==> config.mk <==
export PLATFORM = sky130hd
export DESIGN_NAME = mio_bus_responder_flat
export DESIGN_NICKNAME = d
export VERILOG_FILES = /design/src/rtl/mio_bus_responder_if.sv /design/src/rtl/mio_bus_responder.sv /design/src/flat_wrapper.sv
export SDC_FILE = /design/constraint.sdc
export NUM_CORES = 1
export LEC_CHECK = 0
export ABC_CLOCK_PERIOD_IN_PS = 10210
export CORE_MARGIN = 2
export CORE_UTILIZATION = 45
export DETAILED_ROUTE_END_ITERATION = 8
export HOLD_SLACK_MARGIN = 0.03
export PLACE_DENSITY_LB_ADDON = 0.1
export SLEW_MARGIN = 0
export SYNTH_ARGS = -nofsm -noshare
export SYNTH_HDL_FRONTEND = slang
export SYNTH_SLANG_ARGS = --single-unit
==> constraint.sdc <==
create_clock -name clk -period 10.21 [get_ports clk]
set_input_delay 1.021 -clock clk [delete_from_list [all_inputs] [get_ports clk]]
set_output_delay 1.021 -clock clk [all_outputs]
set_load 0.02 [all_outputs]
==> src/rtl/mio_bus_responder_if.sv <==
// CPU-side memory/IO bus between the CPU core and the responder.
// The master drives the request; the slave returns read data and the
// one-cycle completion pulse.
interface mio_bus_responder_if;
    logic        cpu_req;
    logic        cpu_we;
    logic [31:0] cpu_addr;
    logic [31:0] cpu_wdata;
    logic [31:0] cpu_rdata;
    logic        mio_ready;

    modport master (
        output cpu_req, cpu_we, cpu_addr, cpu_wdata,
        input  cpu_rdata, mio_ready
    );

    modport slave (
        input  cpu_req, cpu_we, cpu_addr, cpu_wdata,
        output cpu_rdata, mio_ready
    );
endinterface

==> src/rtl/mio_bus_responder.sv <==
// Memory/IO responder for the multi-cycle CPU bus.
// Each CPU request is decoded into RAM space or IO space (addr[31:28] = E/F).
// The responder then steps through the wait states, returns the read data, and
// pulses mio_ready for one cycle.
// Optional build macro BUS_TIMEOUT_EN: an IO access that gets no io_ack within
// IO_TIMEOUT cycles is forced to complete. Reads then return 32'hDEAD_BEEF, and
// the sticky bus_err flag is set.
//
// state    | meaning
// IDLE     | waiting for cpu_req
// RAM_ACC  | RAM access in progress, RAM_WAIT cycles
// IO_WAIT  | peripheral selected, waiting for io_ack
// DONE     | mio_ready high for this single cycle
module mio_bus_responder #(
    parameter int RAM_AW     = 10,
    parameter int RAM_WAIT   = 1,
    parameter int IO_TIMEOUT = 255
) (
    input  logic              clk,
    input  logic              reset,
    mio_bus_responder_if.slave bus,
    output logic              ram_en,
    output logic              ram_we,
    output logic [RAM_AW-1:0] ram_addr,
    output logic [31:0]       ram_wdata,
    input  logic [31:0]       ram_rdata,
    output logic              io_sel,
    output logic              io_we,
    output logic [27:0]       io_addr,
    output logic [31:0]       io_wdata,
    input  logic [31:0]       io_rdata,
    input  logic              io_ack,
    output logic              bus_err
);
    localparam int CNT_W = 16;
    localparam logic [CNT_W-1:0] RAM_LOAD = CNT_W'(RAM_WAIT - 1);
`ifdef BUS_TIMEOUT_EN
    localparam logic [CNT_W-1:0] IO_LOAD = CNT_W'(IO_TIMEOUT - 1);
`else
    localparam int UNUSED_IO_TIMEOUT = IO_TIMEOUT;
`endif

    typedef enum logic [1:0] {IDLE, RAM_ACC, IO_WAIT, DONE} state_t;

    state_t           state;
    logic             we_q;
    logic [CNT_W-1:0] wait_cnt;
    logic             is_io;
    logic             unused_addr_bits;

    // Word-aligned bus: the byte-lane bits carry no information.
    assign unused_addr_bits = ^bus.cpu_addr[1:0];

    // IO space occupies the top two 256 MB regions.
    assign is_io = (bus.cpu_addr[31:28] == 4'hE) || (bus.cpu_addr[31:28] == 4'hF);

`ifndef BUS_TIMEOUT_EN
    // Without the timeout there is no way to raise a bus error.
    assign bus_err = 1'b0;
`endif

    // Request sequencer; every bus-side output is registered here.
    always_ff @(posedge clk or posedge reset) begin
        if (reset) begin
            state         <= IDLE;
            we_q          <= 1'b0;
            wait_cnt      <= '0;
            bus.cpu_rdata <= 32'h0;
            bus.mio_ready <= 1'b0;
            ram_en        <= 1'b0;
            ram_we        <= 1'b0;
            ram_addr      <= '0;
            ram_wdata     <= 32'h0;
            io_sel        <= 1'b0;
            io_we         <= 1'b0;
            io_addr       <= 28'h0;
            io_wdata      <= 32'h0;
`ifdef BUS_TIMEOUT_EN
            bus_err       <= 1'b0;
`endif
        end else begin
            bus.mio_ready <= 1'b0;
            case (state)
                IDLE: begin
                    if (bus.cpu_req) begin
                        we_q <= bus.cpu_we;
                        if (is_io) begin
                            io_sel   <= 1'b1;
                            io_we    <= bus.cpu_we;
                            io_addr  <= bus.cpu_addr[27:0];
                            io_wdata <= bus.cpu_wdata;
`ifdef BUS_TIMEOUT_EN
                            wait_cnt <= IO_LOAD;
`endif
                            state    <= IO_WAIT;
                        end else begin
                            ram_en    <= 1'b1;
                            ram_we    <= bus.cpu_we;
                            ram_addr  <= bus.cpu_addr[RAM_AW+1:2];
                            ram_wdata <= bus.cpu_wdata;
                            wait_cnt  <= RAM_LOAD;
                            state     <= RAM_ACC;
                        end
                    end
                end
                RAM_ACC: begin
                    // The strobe covers only the first access cycle.
                    ram_en <= 1'b0;
                    ram_we <= 1'b0;
                    if (wait_cnt == '0) begin
                        if (!we_q) bus.cpu_rdata <= ram_rdata;
                        bus.mio_ready <= 1'b1;
                        state         <= DONE;
                    end else begin
                        wait_cnt <= wait_cnt - 1'b1;
                    end
                end
                IO_WAIT: begin
                    if (io_ack) begin
                        io_sel <= 1'b0;
                        io_we  <= 1'b0;
                        if (!we_q) bus.cpu_rdata <= io_rdata;
                        bus.mio_ready <= 1'b1;
                        state         <= DONE;
                    end
`ifdef BUS_TIMEOUT_EN
                    else if (wait_cnt == '0) begin
                        io_sel  <= 1'b0;
                        io_we   <= 1'b0;
                        if (!we_q) bus.cpu_rdata <= 32'hDEAD_BEEF;
                        bus_err       <= 1'b1;
                        bus.mio_ready <= 1'b1;
                        state         <= DONE;
                    end else begin
                        wait_cnt <= wait_cnt - 1'b1;
                    end
`endif
                end
                DONE:    state <= IDLE;
                default: state <= IDLE;
            endcase
        end
    end
endmodule

==> src/flat_wrapper.sv <==
// flat-port wrapper written by rule: the top's interface ports become plain ports
module mio_bus_responder_flat 
#(
    parameter int RAM_AW     = 10,
    parameter int RAM_WAIT   = 1,
    parameter int IO_TIMEOUT = 255
)
  (clk, reset, ram_en, ram_we, ram_addr, ram_wdata, ram_rdata, io_sel, io_we, io_addr, io_wdata, io_rdata, io_ack, bus_err, bus_cpu_req, bus_cpu_we, bus_cpu_addr, bus_cpu_wdata, bus_cpu_rdata, bus_mio_ready);
  mio_bus_responder_if bus_i ();
  input  logic clk;
  input  logic reset;
  output logic ram_en;
  output logic ram_we;
  output logic [RAM_AW-1:0] ram_addr;
  output logic [31:0] ram_wdata;
  input  logic [31:0] ram_rdata;
  output logic io_sel;
  output logic io_we;
  output logic [27:0] io_addr;
  output logic [31:0] io_wdata;
  input  logic [31:0] io_rdata;
  input  logic io_ack;
  output logic bus_err;
  input wire logic [$bits(bus_i.cpu_req)-1:0] bus_cpu_req;
  input wire logic [$bits(bus_i.cpu_we)-1:0] bus_cpu_we;
  input wire logic [$bits(bus_i.cpu_addr)-1:0] bus_cpu_addr;
  input wire logic [$bits(bus_i.cpu_wdata)-1:0] bus_cpu_wdata;
  output wire logic [$bits(bus_i.cpu_rdata)-1:0] bus_cpu_rdata;
  output wire logic [$bits(bus_i.mio_ready)-1:0] bus_mio_ready;
  assign bus_i.cpu_req = bus_cpu_req;
  assign bus_i.cpu_we = bus_cpu_we;
  assign bus_i.cpu_addr = bus_cpu_addr;
  assign bus_i.cpu_wdata = bus_cpu_wdata;
  assign bus_cpu_rdata = bus_i.cpu_rdata;
  assign bus_mio_ready = bus_i.mio_ready;
  mio_bus_responder #(.RAM_AW(RAM_AW), .RAM_WAIT(RAM_WAIT), .IO_TIMEOUT(IO_TIMEOUT)) u_core (.clk(clk), .reset(reset), .bus(bus_i), .ram_en(ram_en), .ram_we(ram_we), .ram_addr(ram_addr), .ram_wdata(ram_wdata), .ram_rdata(ram_rdata), .io_sel(io_sel), .io_we(io_we), .io_addr(io_addr), .io_wdata(io_wdata), .io_rdata(io_rdata), .io_ack(io_ack), .bus_err(bus_err));
endmodule
==> impl_metrics.csv, run 1 <==
group,metric,value,unit
run_status,status,"finished, final reports clean",
sta,hold_ws,484.1,ps
synth,area_share_of_the_leading_cell_type_in_the_synthesized_netlist,0.5852,
sta,max_clock_freq,0.3351,GHz
floorplan,core_region_area,14590,µm²
pwr,comb_pwr_share,0.490,
critical_path,setup.worst_path.end_class,"flop",
route,vias_per_cell,5.204,
floorplan,start_util,0.4631,
synth,synth.area.mux_share,0.2843,
synth,dominant_combinational_cell_family_by_area_after_synthesis,"multiplexers",
place,dp_hpwl,12410,µm
run,max-cap-violations,0,
sta,setup_tns,0,ps
critical_path,r2r_setup_slack,7230,ps
global_routing,vias_in_the_first_global_route,5395,
final_layout,finalNonFillerCells,936,
synth,synth.avg_cell_area,14.38,µm²
clock_network,insertion_delay,420,ps
sta,final.min_clock_period,2984,ps
synth,sequential_share_of_the_synthesized_area,0.5852,
global_routing,wire_length_of_the_first_global_routing_pass,27800,µm
synth,synth_compound_area_frac,0.04241,
critical_path,critPathRequiredTime,10510,ps
route,drt_pass1_iterations,4,
synth,synth.ff_latch_count,158,
pwr,clock_power_share,0.189,
pwr,power.switching_fraction,0.3613,
final_layout,final.fill_count,1045,
final_layout,syn_to_layout_area_delta,51.48,%
min_path,worst_hold_startpoint,"u_core.bus.cpu_rdata[14]",
critical_path,worstRegToRegCells,7,
route,detail_route.wirelength,17270,µm
critical_path,maximum_fanout_along_the_worst_path,17,
synth,mappedNetlistArea,6756,µm²
critical_path,cp_data_arrival_time,3280,ps
clock_network,cts_root_buf,"clkbuf_16",
synth,synth_nets,607,
clock_network,hold_fix_buffers_at_cts,0,
global_routing,grt_start_max_net_pins,97,
clock_network,clock_tree.buffer_depth,2,
sta,timing_max_transition_violations_final,0,
synth,synth_adder_area_share,0.007407,
pwr,power_per_cell_area,341.0,nW/µm²
sta,finalHoldViolCount,0,
synth,ys.warnings.count,0,
place,buffer_ports.inserted,270,
floorplan,horizontal_extent_of_the_die,126.5,µm
clock_network,htreeDepth,4,
clock_network,clock_transition_at_the_registers_of_the_reported_paths,60,ps
synth,synth.distinct_cells,43,
pwr,report.power.total,3.490,mW
synth,synthXorXnorAreaFrac,0,
floorplan,placement_rows,44,
synth,syn_inst,470,
synth,number_of_synthesized_flops_with_an_enable_pin,0,
pwr,seqPwrFrac,0.321,
sta,rsz0062_at_grt,"no",
clock_network,post_cts.resized_instances,0,
synth,synth_simple_gate_area_share,0.05704,
min_path,min_delay_worst_endpoint,"u_core.bus.cpu_rdata[14]",
synth,post_synth_most_frequent_cells,"mux2_2, dfrtp_1, clkbuf_1",
global_routing,grt_use_total,0.2217,
min_path,hold_path_class,"reg2reg",
clock_network,cts-buffers-inserted,17,
clock_network,cts_tree,"done",
floorplan,ios,273,
place,gpl.final_weighted_congestion,0.7709,
critical_path,critical_path.startpoint_type,"flop",
sta,max_slew.worst_pin.slew,1080,ps
route,dr.first_iter.drc_count,243,
final_layout,number_of_diodes_added_for_antenna_fixing,0,
sta,maxSlewHeadroom,0.2801,
synth,proportion_of_register_bits_with_asynchronous_set_or_reset_after_synthesis,1.000,
route,post_drt_wl_per_cell,18.45,µm
synth,yosys.cell_count.top_type,"mux2_2",
sta,finalCritPeriodShare,0.2923,
synth,synth_flop_cell,"dfrtp_1",
route,via_count,4871,
place,dp.cells,904,
global_routing,grt-ovfl-total,0,
final_layout,fin_nets,876,
route,antenna_violating_nets_post_route,0,
pwr,power_switching,1.261,mW
pwr,vdd.ir_drop.worst,0.2131,mV
route,remaining_drc_errors,0,
critical_path,crit_type,"reg2reg",
critical_path,worst_flop_to_flop_path_startpoint,"u_core.wait_cnt[0]",
pwr,power.leakage,4.268,nW
final_layout,design_area,10230,µm²
min_path,hold_depth,1,
floorplan,fp.dieArea,16010,µm²
synth,synthDominantAreaCellType,"dfrtp_1",
global_routing,initial_antenna_violation_count,0,
floorplan,dieHeight,126.5,µm
sta,timing.final.setup_violations,0,
critical_path,worstReg2RegEnd,"u_core.bus.cpu_rdata[26]",
pwr,internal_power,2.229,mW
place,place_area,9614,µm²
sta,timing.clock.skew,12.12,ps
clock_network,cts_setup_buffers,0,
final_layout,post_route_cells_drive_above_1_share,0.2726,
synth,yosys-top-cells-area,"dfrtp_1, mux2_2, mux2_1, a21oi_1, o31ai_1",
clock_network,cts_sinks,158,
==> worst max-delay path by stage <==
stage | from | to | slack [ps] | cells past startpoint
after floorplan | reset | u_core.bus.cpu_rdata[0] | 4930 | 1
final | u_core.wait_cnt[0] | u_core.bus.cpu_rdata[26] | 7230 | 7
after CTS | u_core.wait_cnt[0] | u_core.bus.cpu_rdata[30] | 7160 | 7
after global placement | io_ack | u_core.bus.cpu_rdata[17] | 6890 | 5
after detailed placement | io_ack | u_core.bus.cpu_rdata[30] | 6850 | 5
after global routing | u_core.wait_cnt[0] | u_core.bus.cpu_rdata[30] | 6930 | 7
==> worst max-delay path: stages (launching register included) <==
cell,delay (ps)
dfrtp_1,400
inv_1,90
ha_1,160
nor4b_2,450
nand4_2,260
a221oi_4,750
buf_4,380
mux2_2,360
==> cell usage in the layout, fill, tap and decap left out, types with 3 or more instances in the layout <==
master           count
a21oi_1             17
buf_4                4
bufinv_16            3
clkbuf_16           17
clkdlybuf4s50_1    270
clkinv_4             3
dfrtp_1            158
ha_1                 4
inv_1                9
inv_6                5
mux2_1               8
mux2_2             159
mux2i_1              4
nand2_1             13
nand2b_1             3
nand3_1              3
nor4_1               3
o21ai_0              6
o31ai_1             10
or3_1                7
or4_1                9
==> per-stage QoR <==
step / setup slack (ps) / util
final: 7226 / 0.7015
after global routing: 6929 / 0.7015
after CTS: 7162 / 0.7015
after detailed placement: 6855 / 0.6590
after global placement: 6891 / 0.6590
after floorplan: 4926 / -
==> area by class of cell <==
type | count | area (µm²) | area share
Inverter | 10 | 42.54 | 0.004156
Sequential cell | 158 | 3954 | 0.3863
Clock inverter | 13 | 177.7 | 0.01736
Timing Repair Buffer | 274 | 2733 | 0.2670
Clock buffer | 19 | 442.9 | 0.04328
Multi-Input combinational cell | 278 | 2655 | 0.2594
Tap cell | 184 | 230.2 | 0.02249
==> kinds of logic after synthesis <==
logic type,count (synthesis)
and+or+nand+nor,60
other,1
adders and majority gates,4
muxes,171
AOI/OAI and AO/OA,42
DFF,158
buffers and inverters,34
==> power by group through the flow <==
stage	Clock (mW)	Sequential (mW)	Combinational, mW
final	0.661	1.12	1.71
after global routing	0.701	1.16	1.82
after CTS	0.672	1.12	1.73
after detailed placement	0	1.13	1.72
after global placement	0	1.11	1.69
after floorplan	0	1.45	0.609
==> state kept, by name (all words and copies together), names as in the netlist <==
name,count
u_core.io_we,1
u_core.bus.mio_ready,1
u_core.ram_en,1
u_core.wait_cnt,16
u_core.io_addr,28
u_core.we_q,1
u_core.ram_we,1
u_core.state,2
u_core.ram_wdata,32
u_core.io_wdata,32
u_core.bus.cpu_rdata,32
u_core.io_sel,1
u_core.ram_addr,10
==> routing by layer <==
layer	track usage	wire, µm
met1	0.2349	6382
met5	0	0
met4	0.05947	294
met2	0.3932	8985
met3	0.1080	1605
(Power assumes the default switching activity.)
==> inputs of run 2 (changes only) <==
ABC_CLOCK_PERIOD_IN_PS = 3000   (was 10210)
CORE_UTILIZATION = 43   (was 45)
clock period = 3 ns   (was 10.21 ns; I/O delays follow)
==> run 2 against run 1 <==
First-iteration DRC count is 30% lower; count of clock-buffer cells in the layout is 1 lower; final cell count grew 3.7%; sequential share of layout area fell by 0.51 points; wire length grew 0.68%; setup slack lost 6600 ps; critical path depth down 1.
==> impl_metrics.csv, run 2 (synthesis results as in run 1) <==
group,metric,value,unit
run_status,status,"finished, final reports clean",
clock_network,cts_tree,"done",
floorplan,horizontal_extent_of_the_die,129.4,µm
floorplan,dieHeight,129.4,µm
floorplan,placement_rows,45,
global_routing,wire_length_of_the_first_global_routing_pass,27190,µm
clock_network,hold_fix_buffers_at_cts,0,
critical_path,critPathBufInv,1,
clock_network,clock_tree.buffer_depth,2,
clock_network,insertion_delay,410,ps
pwr,power.leakage,4.334,nW
sta,setup_tns,0,ps
route,antenna_violating_nets_post_route,0,
global_routing,met2_track_demand_over_resource_in_global_routing,0.3721,
final_layout,area.sequential,3954,µm²
critical_path,critPathSlowestCell,"or4_1",
final_layout,post_route_cells_drive_above_1_share,0.2816,
critical_path,critical_path.startpoint_type,"flop",
critical_path,depth_of_the_critical_timing_path_with_buffers_and_inverters_included,6,
critical_path,setup.worst_path.end,"u_core.wait_cnt[6]",
route,dr.first_iter.drc_count,170,
critical_path,worstReg2RegEnd,"u_core.wait_cnt[6]",
sta,finalHoldViolCount,0,
sta,timing_max_transition_violations_final,0,
route,remaining_drc_errors,0,
sta,max_slew.worst_pin.slew,872.8,ps
clock_network,cts_sinks,158,
route,vias_per_cell,5.074,
global_routing,global_route.peak_usage_layer,"met2",
sta,timing.clock.skew,8.788,ps
sta,finalCritPeriodShare,0.7884,
route,via_count,4927,
clock_network,cts_setup_buffers,0,
final_layout,layout.cells.most_common_list,"clkdlybuf4s50_1, mux2_2, dfrtp_1, a21oi_1, clkbuf_16",
place,buffer_ports.inserted,270,
critical_path,cp-startpoint,"u_core.state[1]",
global_routing,vias_in_the_first_global_route,5392,
pwr,report.power.total,12.03,mW
clock_network,htreeDepth,4,
global_routing,grt-ovfl-total,0,
clock_network,clock_transition_at_the_registers_of_the_reported_paths,60,ps
route,drt_pass1_iterations,4,
critical_path,ordered_list_of_cells_on_the_worst_path,"inv_1 -> ha_1 -> mux2_2 -> nand2_1 -> or4_1 -> a21oi_1",
global_routing,grtUsageMet1,0.2204,
critical_path,setup.worst_path.end_class,"flop",
route,detail_route.wirelength,17390,µm
clock_network,cts-buffers-inserted,17,
sta,rsz0062_at_grt,"no",
sta,hold_ws,447.7,ps
sta,maxSlewHeadroom,0.4181,
min_path,hold_path_class,"in2async",
critical_path,critPathMaxStageDelay,650,ps
critical_path,r2r_setup_slack,630,ps
floorplan,ios,273,
critical_path,worstRegToRegCells,6,
final_layout,final.fill_count,1099,
critical_path,maximum_fanout_along_the_worst_path,22,
pwr,power_per_cell_area,1160,nW/µm²
final_layout,mostFrequentLayoutCell,"clkdlybuf4s50_1",
critical_path,critPathRequiredTime,3340,ps
clock_network,cts_root_buf,"clkbuf_16",
final_layout,number_of_diodes_added_for_antenna_fixing,0,
sta,timing.final.setup_violations,0,
run,max-cap-violations,0,
pwr,vdd.ir_drop.worst,0.6650,mV
route,post_drt_wl_per_cell,17.91,µm
sta,max_clock_freq,0.4228,GHz
place,gpl.final_weighted_congestion,0.7977,
sta,final.min_clock_period,2365,ps
clock_network,post_cts.resized_instances,0,
place,dp_hpwl,12770,µm
critical_path,cp_data_arrival_time,2700,ps
floorplan,start_util,0.4428,
floorplan,core_region_area,15260,µm²
global_routing,initial_antenna_violation_count,0,
critical_path,worst_path_dominant_cell_family,"simple AND/OR/NAND/NOR gates",
floorplan,fp.dieArea,16730,µm²
final_layout,multiInputGateArea,2655,µm²
global_routing,grt_start_max_net_pins,159,
global_routing,fraction_of_met3_tracks_used_by_global_routing,0.09950,
critical_path,worst_flop_to_flop_path_startpoint,"u_core.state[1]",
final_layout,syn_to_layout_area_delta,53.50,%
final_layout,reg_top3,"u_core.bus.cpu_rdata (32), u_core.io_wdata (32), u_core.ram_wdata (32)",
global_routing,grt_use_total,0.2114,
critical_path,crit_type,"reg2reg",
final_layout,fin_nets,884,
run 2: worst min path at each step:
stage / start / to
global route: bus_cpu_addr[14] / u_core.io_addr[14]
floorplan: bus_cpu_we / u_core.we_q
detailed placement: u_core.bus.cpu_rdata[11] / u_core.bus.cpu_rdata[11]
finish: reset / u_core.wait_cnt[2]
CTS: bus_cpu_addr[17] / u_core.io_addr[17]
global placement: u_core.bus.cpu_rdata[0] / u_core.bus.cpu_rdata[0]
run 2: layout make-up:
cell class	instances	share of cell area
well taps	211	0.02546
repair buffers	282	0.2705
inverters	10	0.003981
multi-input cells	278	0.2560
clock buffers	18	0.04235
clock inverters	14	0.02051
flip-flops and latches	158	0.3812
run 2: metal layers:
metal	share of wire	vias up	routed length, µm
met4	0.025	0	435
li1	-	2274	-
met3	0.10	27	1733
met1	0.35	2440	6159
met2	0.52	186	9057
met5	0	-	0
run 2: worst reg2reg max path: stages (launching register included):
cell and delay [ps]:
dfrtp_1 390, inv_1 100, ha_1 360, mux2_2 250, nand2_1 390, or4_1 650
a21oi_1 150
run 2: per-stage QoR:
| stage | setup slack (ps) | utilization | cells | area [µm²] |
|---|---|---|---|---|
| floorplan | 699.1 | - | 470 | 6760 |
| global placement | 669.2 | 0.6370 | 939 | 9719 |
| detailed placement | 668.6 | 0.6370 | 939 | 9719 |
| CTS | 655.5 | 0.6797 | 971 | 10370 |
| global route | 423.6 | 0.6797 | 971 | 10370 |
| finish | 634.9 | 0.6797 | 971 | 10370 |
run 2: report_power, final:
part	internal (mW)	switching (mW)	total, mW
Combinational	3.08	2.78	5.86
Sequential	3.20	0.613	3.81
Clock	1.50	0.853	2.35
==> inputs of run 3 (changes only) <==
ABC_CLOCK_PERIOD_IN_PS = 2500   (was 3000)
clock period = 2.5 ns   (was 3 ns; I/O delays follow)
==> run 3 against run 2 <==
Utilization is 0.18 points lower; sequential cell count stayed put; maximum frequency is 1.8% higher; final cell count is 0.21% lower; clock power is 7% higher; die area stayed put; highest routed layer unchanged; worst hold slack worse by 140 ps; first-iteration DRC count is 15% higher; non-clock buffer count is 2 lower; largest cell class unchanged; wire length hardly changed.
==> impl_metrics.csv, run 3 (synthesis results as in run 1) <==
group,metric,value,unit
final_layout,design_area,10340,µm²
sta,finalHoldViolCount,0,
critical_path,cp_data_arrival_time,2620,ps
clock_network,cts_sinks,158,
pwr,power_per_cell_area,1368,nW/µm²
route,detail_route.wirelength,17380,µm
sta,max_clock_freq,0.4302,GHz
clock_network,cts_root_buf,"clkbuf_16",
final_layout,layout.cells.most_common_list,"clkdlybuf4s50_1, mux2_2, dfrtp_1, a21oi_1, clkbuf_16",
route,dr_wl_met2,8965,µm
pwr,vdd.ir_drop.worst,1.005,mV
pwr,seqPwrFrac,0.324,
route,vias_per_cell,5.053,
sta,timing.final.setup_violations,0,
place,gpl.final_weighted_congestion,0.8746,
global_routing,initial_antenna_violation_count,0,
min_path,hold_path_class,"in2async",
clock_network,clock_tree.buffer_depth,2,
route,remaining_drc_errors,0,
route,dr.first_iter.drc_count,195,
clock_network,cts_tree,"done",
sta,final.min_clock_period,2324,ps
clock_network,cts-buffers-inserted,17,
run,max-cap-violations,0,
floorplan,core_region_area,15260,µm²
final_layout,syn_to_layout_area_delta,53.09,%
pwr,power.switching_fraction,0.3613,
clock_network,insertion_delay,410,ps
pwr,clock_power_share,0.178,
place,dp_hpwl,12730,µm
global_routing,grt-ovfl-total,0,
global_routing,grt_use_total,0.2123,
floorplan,start_util,0.4428,
pwr,power_switching,5.111,mW
sta,rsz0062_at_grt,"no",
route,routedLengthMet1,6292,µm
route,via_count,4896,
sta,maxSlewHeadroom,0.6290,
sta,max_slew.worst_pin.slew,555.6,ps
clock_network,clock_transition_at_the_registers_of_the_reported_paths,60,ps
route,post_drt_wl_per_cell,17.94,µm
pwr,comb_pwr_share,0.498,
critical_path,cp-startpoint,"u_core.wait_cnt[0]",
final_layout,reg_top3,"u_core.bus.cpu_rdata (32), u_core.io_wdata (32), u_core.ram_wdata (32)",
critical_path,maximum_fanout_along_the_worst_path,32,
sta,finalCritPeriodShare,0.9297,
final_layout,mostFrequentLayoutCell,"clkdlybuf4s50_1",
sta,setup_tns,0,ps
run_status,status,"finished, final reports clean",
final_layout,post_route_cells_drive_above_1_share,0.2770,
sta,timing_max_transition_violations_final,0,
floorplan,ios,273,
pwr,power.leakage,4.294,nW
route,highest-signal-layer,"met4",
critical_path,crit_type,"reg2reg",
place,buffer_ports.inserted,270,
floorplan,fp.dieArea,16730,µm²
pwr,internal_power,9.037,mW
critical_path,critical_path.startpoint_type,"flop",
global_routing,vias_in_the_first_global_route,5314,
route,drt_pass1_iterations,4,
place,place_area,9767,µm²
floorplan,dieHeight,129.4,µm
critical_path,worst_flop_to_flop_path_startpoint,"u_core.wait_cnt[0]",
floorplan,horizontal_extent_of_the_die,129.4,µm
sta,timing.clock.skew,7.915,ps
clock_network,htreeDepth,4,
final_layout,fin_nets,882,
global_routing,wire_length_of_the_first_global_routing_pass,27250,µm
floorplan,placement_rows,45,
critical_path,critPathRequiredTime,2790,ps
final_layout,number_of_diodes_added_for_antenna_fixing,0,
route,antenna_violating_nets_post_route,0,
global_routing,grt_start_max_net_pins,90,
critical_path,setup.worst_path.end_class,"flop",
route,detailroute.wirelength.met3,1838,µm
[run 3: cell type report]
type                            count  area (µm²)
Timing Repair Buffer              280        2853
Clock buffer                       20       436.7
Fill cell                        1125        4915
Sequential cell                   158        3954
Inverter                           10       41.29
Tap cell                          211       264.0
Multi-Input combinational cell    278        2658
Clock inverter                     12       137.6
[run 3: power by group through the flow]
stage | Combinational, mW | Sequential (mW) | Clock (mW)
final | 7.04 | 4.59 | 2.52
after floorplan | 2.49 | 5.94 | 0
after CTS | 7.13 | 4.61 | 2.58
after global routing | 7.49 | 4.77 | 2.71
after global placement | 6.96 | 4.53 | 0
after detailed placement | 7.08 | 4.63 | 0
[run 3: per-stage QoR]
stage	cells	util	hold WS (ps)	total power [mW]	setup slack (ps)
5_1_grt	969	0.6779	344.9	14.97	38.53
4_1_cts	969	0.6777	343.9	14.31	148.9
2_1_floorplan	470	-	355.4	8.426	249.1
3_5_place_dp	937	0.6401	473.7	11.71	196.5
3_3_place_gp	937	0.6401	469.0	11.49	266.1
6_report	969	0.6779	305.8	14.15	175.7
[run 3: layer usage]
metal	vias up	track usage
li1	2263	-
met3	17	0.1028
met2	191	0.3656
met1	2425	0.2315
met4	0	0.06650
met5	-	0
[run 3: final timing paths]
kind                                            end  slack [ps]  depth (start not counted)
max in group asynchronous      u_core.ram_wdata[11]        1770                          3
min reg2reg                 u_core.bus.cpu_rdata[0]         480                          1
min                                   u_core.ram_en         310                          3
max reg2reg                u_core.bus.cpu_rdata[20]         180                          7
min in group clk                 u_core.io_addr[26]         450                          2
max                        u_core.bus.cpu_rdata[20]         180                          7
[run 3: repair_timing]
action                     CTS  global route
hold buffers                 0             0
setup endpoints to repair    0             1
resized for setup            0             1
setup buffers                0             0
[run 3: critical path, cell delays in order, from the launching register on]
cell	delay, ps
dfrtp_1	410
inv_1	110
ha_1	180
nor4b_2	350
nand4_2	220
a221oi_4	320
buf_12	250
mux2_2	360
